## config.mk

```make
export PLATFORM = sky130hd
export DESIGN_NAME = seven_seg_reader
export DESIGN_NICKNAME = d
export VERILOG_FILES = /design/src/rtl/seven_seg_reader.sv
export SDC_FILE = /design/constraint.sdc
export NUM_CORES = 1
export LEC_CHECK = 0
export BUFFER_PORTS_ARGS = -buffer_cell sky130_fd_sc_hd__buf_2
export CAP_MARGIN = 30
export CELL_PAD_IN_SITES_DETAIL_PLACEMENT = 1
export CELL_PAD_IN_SITES_GLOBAL_PLACEMENT = 1
export CORE_ASPECT_RATIO = 1.2
export CORE_MARGIN = 5
export CORE_UTILIZATION = 46
export DETAILED_ROUTE_END_ITERATION = 6
export GPL_ROUTABILITY_DRIVEN = 1
export PLACE_DENSITY_LB_ADDON = 0.1
export SLEW_MARGIN = 20
export SYNTH_ARGS = -nofsm -noshare
export SYNTH_HDL_FRONTEND = slang
export SYNTH_SLANG_ARGS = --single-unit
```

## constraint.sdc

```tcl
create_clock -name clk -period 2.6 [get_ports clk]
set_input_delay 0.13 -clock clk [delete_from_list [all_inputs] [get_ports clk]]
set_output_delay 0.13 -clock clk [all_outputs]
set_load 0.05 [all_outputs]
```

## src/rtl/seven_seg_reader.sv

```systemverilog
// seven_seg_reader: recovers per-digit hex nibbles from a multiplexed active-low seven-segment bus.
module seven_seg_reader #(
  parameter int DIGITS = 4,
  parameter int SETTLE = 3
) (
  input  logic                  clk,
  input  logic                  resetn,
  input  logic [6:0]            seg,
  input  logic [DIGITS-1:0]     an,
  input  logic                  clr,
  output logic [4*DIGITS-1:0]   hex,
  output logic [DIGITS-1:0]     valid,
  output logic                  err,
  output logic                  frame
);
  typedef enum logic [1:0] {S_WAIT, S_SETTLE, S_HOLD} state_t;
  state_t state;
  logic [6:0] seg_s1, seg_s2;
  logic [DIGITS-1:0] an_s1, an_s2, an_prev, sel, seen;
  logic [7:0] cnt;
  logic chg, one_hot, multi, sample, legal;
  logic [3:0] nib;
  function automatic logic [4:0] decode(input logic [6:0] s);
    case (s)
      7'b0000001: decode = 5'h10;
      7'b1001111: decode = 5'h11;
      7'b0010010: decode = 5'h12;
      7'b0000110: decode = 5'h13;
      7'b1001100: decode = 5'h14;
      7'b0100100: decode = 5'h15;
      7'b0100000: decode = 5'h16;
      7'b0001111: decode = 5'h17;
      7'b0000000: decode = 5'h18;
      7'b0000100: decode = 5'h19;
      7'b0001000: decode = 5'h1A;
      7'b1100000: decode = 5'h1B;
      7'b0110001: decode = 5'h1C;
      7'b1000010: decode = 5'h1D;
      7'b0110000: decode = 5'h1E;
      7'b0111000: decode = 5'h1F;
      default:    decode = 5'h00;
    endcase
  endfunction
  // The cycle in which the new enable first appears counts as the first stable cycle.
  always_comb begin
    sel = ~an_s2;
    chg = an_s2 != an_prev;
    one_hot = sel != '0 && (sel & (sel - DIGITS'(1))) == '0;
    multi = sel != '0 && !one_hot;
    sample = one_hot && (chg ? SETTLE == 1 : state == S_SETTLE && cnt == 8'(SETTLE - 2));
    {legal, nib} = decode(seg_s2);
  end
  always_ff @(posedge clk or negedge resetn) begin
    if (!resetn) begin
      seg_s1 <= '1;
      seg_s2 <= '1;
      an_s1 <= '1;
      an_s2 <= '1;
      an_prev <= '1;
      state <= S_WAIT;
      cnt <= '0;
      hex <= '0;
      valid <= '0;
      err <= 1'b0;
      frame <= 1'b0;
      seen <= '0;
    end else begin
      seg_s1 <= seg;
      seg_s2 <= seg_s1;
      an_s1 <= an;
      an_s2 <= an_s1;
      an_prev <= an_s2;
      if (chg) begin
        cnt <= '0;
        state <= sample ? S_HOLD : one_hot ? S_SETTLE : S_WAIT;
      end else if (state == S_SETTLE) begin
        cnt <= cnt + 8'd1;
        if (sample) state <= S_HOLD;
      end
      frame <= !clr && &seen;
      if (clr) begin
        valid <= '0;
        err <= 1'b0;
        seen <= '0;
      end else begin
        seen <= (&seen ? '0 : seen) | (sample ? sel : '0);
        if ((chg && multi) || (sample && !legal)) err <= 1'b1;
        for (int k = 0; k < DIGITS; k++)
          if (sample && sel[k]) begin
            valid[k] <= legal;
            if (legal) hex[4*k +: 4] <= nib;
          end
      end
    end
  end
endmodule

```

# ---- Yosys cells after proc, flatten, opt, wreduce, memory -nomap -nowiden
# Index checks and enable logic that the tools add are counted.
dict set report classes {
  n_mux 19
  reduce_logical 31
  add_sub_neg 2
  n_bitwise 4
  n_eq_ne 18
}
# operator n
set op_table {}
lappend op_table {{5-bit case mux with 16 select lines} 1}
lappend op_table {{7-bit by 6-bit == test with 1-bit output (second input constant)} 5}
lappend op_table {{7-bit == test (second input constant)} 4}
lappend op_table {{4-bit 2-to-1 mux} 4}
lappend op_table {{8-bit 2-to-1 mux} 2}
lappend op_table {{7-bit by 3-bit == test with 1-bit output (second input constant)} 2}
lappend op_table {{7-bit by 4-bit == test with 1-bit output (second input constant)} 2}
lappend op_table {{2-bit nonzero test} 7}
lappend op_table {{3-bit AND reduction} 4}
lappend op_table {{1-bit logical AND} 11}
lappend op_table {{8-bit by 1-bit adder with 8-bit output (second input constant)} 1}
lappend op_table {{8-bit by 1-bit == test with 1-bit output (second input constant)} 1}
lappend op_table {{1-bit 2-to-1 mux} 8}
lappend op_table {{2-bit 2-to-1 mux} 4}
lappend op_table {{7-bit by 1-bit == test with 1-bit output (second input constant)} 1}
lappend op_table {{7-bit by 5-bit == test with 1-bit output (second input constant)} 1}
lappend op_table {{7-bit zero test} 1}
lappend op_table {{4-bit bitwise AND} 1}
lappend op_table {{4-bit zero test} 1}
lappend op_table {{4-bit inequality test} 1}
lappend op_table {{4-bit inverter} 1}
lappend op_table {{4-bit OR} 1}
lappend op_table {{4-bit AND reduction} 1}
lappend op_table {{4-bit nonzero test} 1}
lappend op_table {{6 further kinds} 8}
dict set report totals {
  wordCells 92
  register_bits 62
  input_bits 14
}

# ---- Logic depth before layout (Yosys ltp)
dict set report depth {
  word_depth 11
  ltp_mapped 7
  mapped_depth_nobuf 6
}

# ---- Worst setup path before layout
# No wires, ideal clock.
dict set report synth_timing {
  kind {register -> register}
  from {register seg_s2[1]}
  to {register hex[12]}
  t_arrival_ns 1.976
  slack_ns 0.500
  path_stages_with_launch 7
  cell_sequence {dfstp_2 -> buf_2 -> and3b_1 -> o2111ai_1 -> o311ai_4 -> o211ai_2 -> mux2_2}
}
dict set report synth_between {
  elab_chain_len 3
  word_cells_on_any_way 18
  classes_between {eq/ne (15); mux (1); reduce/logical (2)}
}
# item line
set synth_lines {}
lappend synth_lines {{start: declaration} 18} ;# logic [6:0] seg_s1, seg_s2;
lappend synth_lines {{start signal: assignment} 69} ;# seg_s2 <= seg_s1;
lappend synth_lines {{7-bit by 6-bit == test with 1-bit output, or another cell as far along} 24} ;# case (s)
lappend synth_lines {{5-bit case mux with 16 select lines (*)} 24}
lappend synth_lines {{3-bit AND reduction (no source line)} n/a}
lappend synth_lines {{end signal: indexed assignment} 91} ;# if (legal) hex[4*k +: 4] <= nib;
lappend synth_lines {{end: declaration} 11} ;# output logic [4*DIGITS-1:0] hex,
# Every way passes the cells marked *; elsewhere a longest branch is shown, timed or not.
# A chain may end at the register's enable or synchronous reset.

# ---- Worst setup path after layout
dict set report layout_timing {
  from {register seg_s2[2]}
  to {register hex[2]}
}
# Same word-level chain as after synthesis.

==> out/metrics.yaml <==
pwr:
  total_power_w: 0.00197
  power.leakage_nw: 1.50
  powerDensity_nw_per_um2: 602
  max-vdd-ir-drop_mv: 0.425
global_routing:
  grt_pass1_vias: 1988
  grt_pass1_wl_um: 9650
  grt.overflow.total: 0
  grt_max_degree: 33
  antenna_found_initial: 0
  grt_use_total_pct: 16.8
logic_synthesis:
  yosysTopAreaCellShare_pct: 33.1
  synth_edf_count: 0
  synth_top_cell_by_area: "dfrtp_1"
  yosysSeqAreaShare_pct: 58.3
  async_reset_ff_share_pct: 100
  synth.avg_cell_area_um2: 12.2
  yosysMostFrequentCell: "dfrtp_1"
  yosys-top-cells-area: "dfrtp_1, dfstp_2, mux2_2"
  syn_area_um2: 2720
  syn-num-nets: 239
  synth_seq_cells: 62
  yosys_warnings: 0
  ys_types: 44
  synth_flop_cell: "dfrtp_1"
  synthCells: 223
  yosys-top-cells-count: "dfrtp_1, dfstp_2, nor2_1, mux2_2, nand2_1"
timing:
  fin_skew_ps: 9.45
  tightest_slew_ps: 544
  slew_violations: 0
  max_freq_mhz: 443
  min_period_over_period_pct: 86.8
  final.setup.tns_ps: 0
  maxSlewHeadroom_pct: 63.4
  hold_viol_final: 0
  min_period_ps: 2260
  setup_viol: 0
  rsz0062_at_grt: "false"
clocking:
  cts_tree: "built"
  cts.reportedPaths.clkPinSlew_ps: 70
  postCtsSetupBuffers: 0
  cts_buffers: 9
  cts_max_level: 3
  clock_latency_ps: 330
  ctsHoldBuffers: 12
  clock-root-buffer: "clkbuf_8"
  cts_max_path_buffers: 2
  cts_resized: 0
  cts.sinks: 62
routing:
  wl_um: 5610
  detail_route.wl_per_cell_um: 15.7
  route.detailed.drc: 0
  ant_nets: 0
  via_count: 1904
  viasPerCell: 5.32
  first_pass_iters: 4
  drt_iter0_drc: 125
placement:
  hpwl_um: 3910
  port_buffers: 35
  gp_congestion: 0.752
worst_setup_path:
  cp.arrival_ps: 2470
  cp_max_fo: 14
  slowest_delay_ps: 660
  crit_slowest_cell: "dfstp_2"
  rr_startpoint: "seg_s2[2]"
  worstPathCellList: "a2111oi_0 > a311oi_1 > o311ai_4 > o211ai_2 > mux2_2"
  worstPathRequired_ps: 2820
  cp-start-kind: "flop"
  setup.worst_path.start: "seg_s2[2]"
  endpoint_kind: "flop"
  path_class: "flop to flop"
finish:
  layout-drive-gt1-share_pct: 37.4
  insertedDiodeCount: 0
  post-route-util_pct: 57.3
  final_nets: 289
  area_growth_pct: 20.4
  fillers: 645
worst_hold_path:
  hp-class: "primary input to flop"
  hold_start: "clr"
die:
  initial_utilization_pct: 47.6
  die_y_um: 94.2
  die-width_um: 80.2
  fp.dieArea_um2: 7550
  core_area_um2: 5710
  core.rowCount: 30
  io_pins: 36
outcome:
  outcome: "finished, final reports clean"
job:
  cap_violations: 0
==> registers in the layout, indices dropped and copies added, names as in the netlist <==
signal   count
an_prev      4
an_s1        4
an_s2        4
cnt          8
err          1
frame        1
hex         16
seen         4
seg_s1       7
seg_s2       7
state        2
valid        4
==> area by class of cell <==
type | instances | area, µm² | share of cell area (%)
flip-flops and latches | 62 | 1580 | 48.4
well taps | 80 | 100 | 3.06
multi-input cells | 140 | 1040 | 31.9
clock inverters | 5 | 51.3 | 1.57
clock buffers | 11 | 131 | 4.02
repair buffers | 52 | 333 | 10.2
inverters | 8 | 30.0 | 0.918
==> power by group <==
group | internal [W] | switching, W | leakage, nW
clock | 0.000439 | 0.000356 | 0.0974
sequential | 0.00101 | 0.0000331 | 0.774
combinational | 0.0000579 | 0.0000766 | 0.625
total | 0.00150 | 0.000466 | 1.50
==> placed cells by master, fill, tap and decap left out, types with 3 or more instances in the layout <==
| master | netlist | final |
|---|---|---|
| dlygate4sd3_1 | 0 | 12 |
| nor2_1 | 18 | 18 |
| inv_1 | 6 | 6 |
| dfstp_2 | 26 | 26 |
| xnor2_1 | 6 | 6 |
| a31oi_1 | 3 | 3 |
| nand4b_1 | 3 | 3 |
| nor3_1 | 4 | 4 |
| nor2b_1 | 3 | 3 |
| a311oi_1 | 6 | 6 |
| mux2_2 | 14 | 14 |
| a2bb2oi_1 | 3 | 3 |
| nand2_1 | 12 | 12 |
| a21oi_1 | 10 | 10 |
| buf_4 | 2 | 5 |
| xor2_1 | 8 | 8 |
| nand3_1 | 7 | 7 |
| o211ai_2 | 4 | 4 |
| clkinv_2 | 0 | 3 |
| buf_2 | 4 | 35 |
| dfrtp_1 | 36 | 36 |
| nor4_1 | 3 | 3 |
| nand4_1 | 6 | 6 |
| clkbuf_8 | 0 | 9 |
==> routing by layer <==
layer | share of wire [%] | global-route usage (%) | vias up
li1 | - | - | 906
met1 | 44 | 20.6 | 945
met2 | 49 | 27.4 | 45
met3 | 4.8 | 4.51 | 8
met4 | 1.5 | 7.18 | 0
met5 | 0 | 0 | -
==> worst paths after layout <==
check                              to  slack, ps  cells past startpoint
setup / recovery               hex[2]        340                      5
hold / removal                seen[3]        150                      2
setup reg to reg               hex[2]        340                      5
hold reg to reg             seg_s2[5]        350                      0
max in group asynchronous  an_prev[0]       1920                      3
min in group asynchronous      hex[0]        340                      3
==> through the flow <==
step                      area (µm²)  worst slack, ps  hold slack, ps  cells
after floorplan                 2720              500            -166    223
after global placement          2970              353             172    330
after detailed placement        2970              327             175    330
after CTS                       3270              321             131    358
after global routing            3270              215             153    358
final                           3270              344             146    358
==> worst max-delay path: cells and delay by family, from the launching register on <==
kind	cells	cell delay [ps]
AO/OA/AOI/OAI	4	1100
multiplexers	1	370
flip-flops	1	660
==> kinds of logic (layout without fill, tap and decap cells) <==
group / after synthesis / count (layout) / share of synthesized area [%]
adder cells (fa/ha/maj): 3 / 3 / 1.29
flip-flops: 62 / 62 / 58.3
buffers and inverters: 21 / 76 / 3.36
AND/OR/NAND/NOR: 68 / 68 / 13.7
XOR/XNOR: 14 / 14 / 4.51
multiplexers: 18 / 18 / 7.37
AO/OA/AOI/OAI: 37 / 37 / 11.5
(Power assumes the default switching activity.)
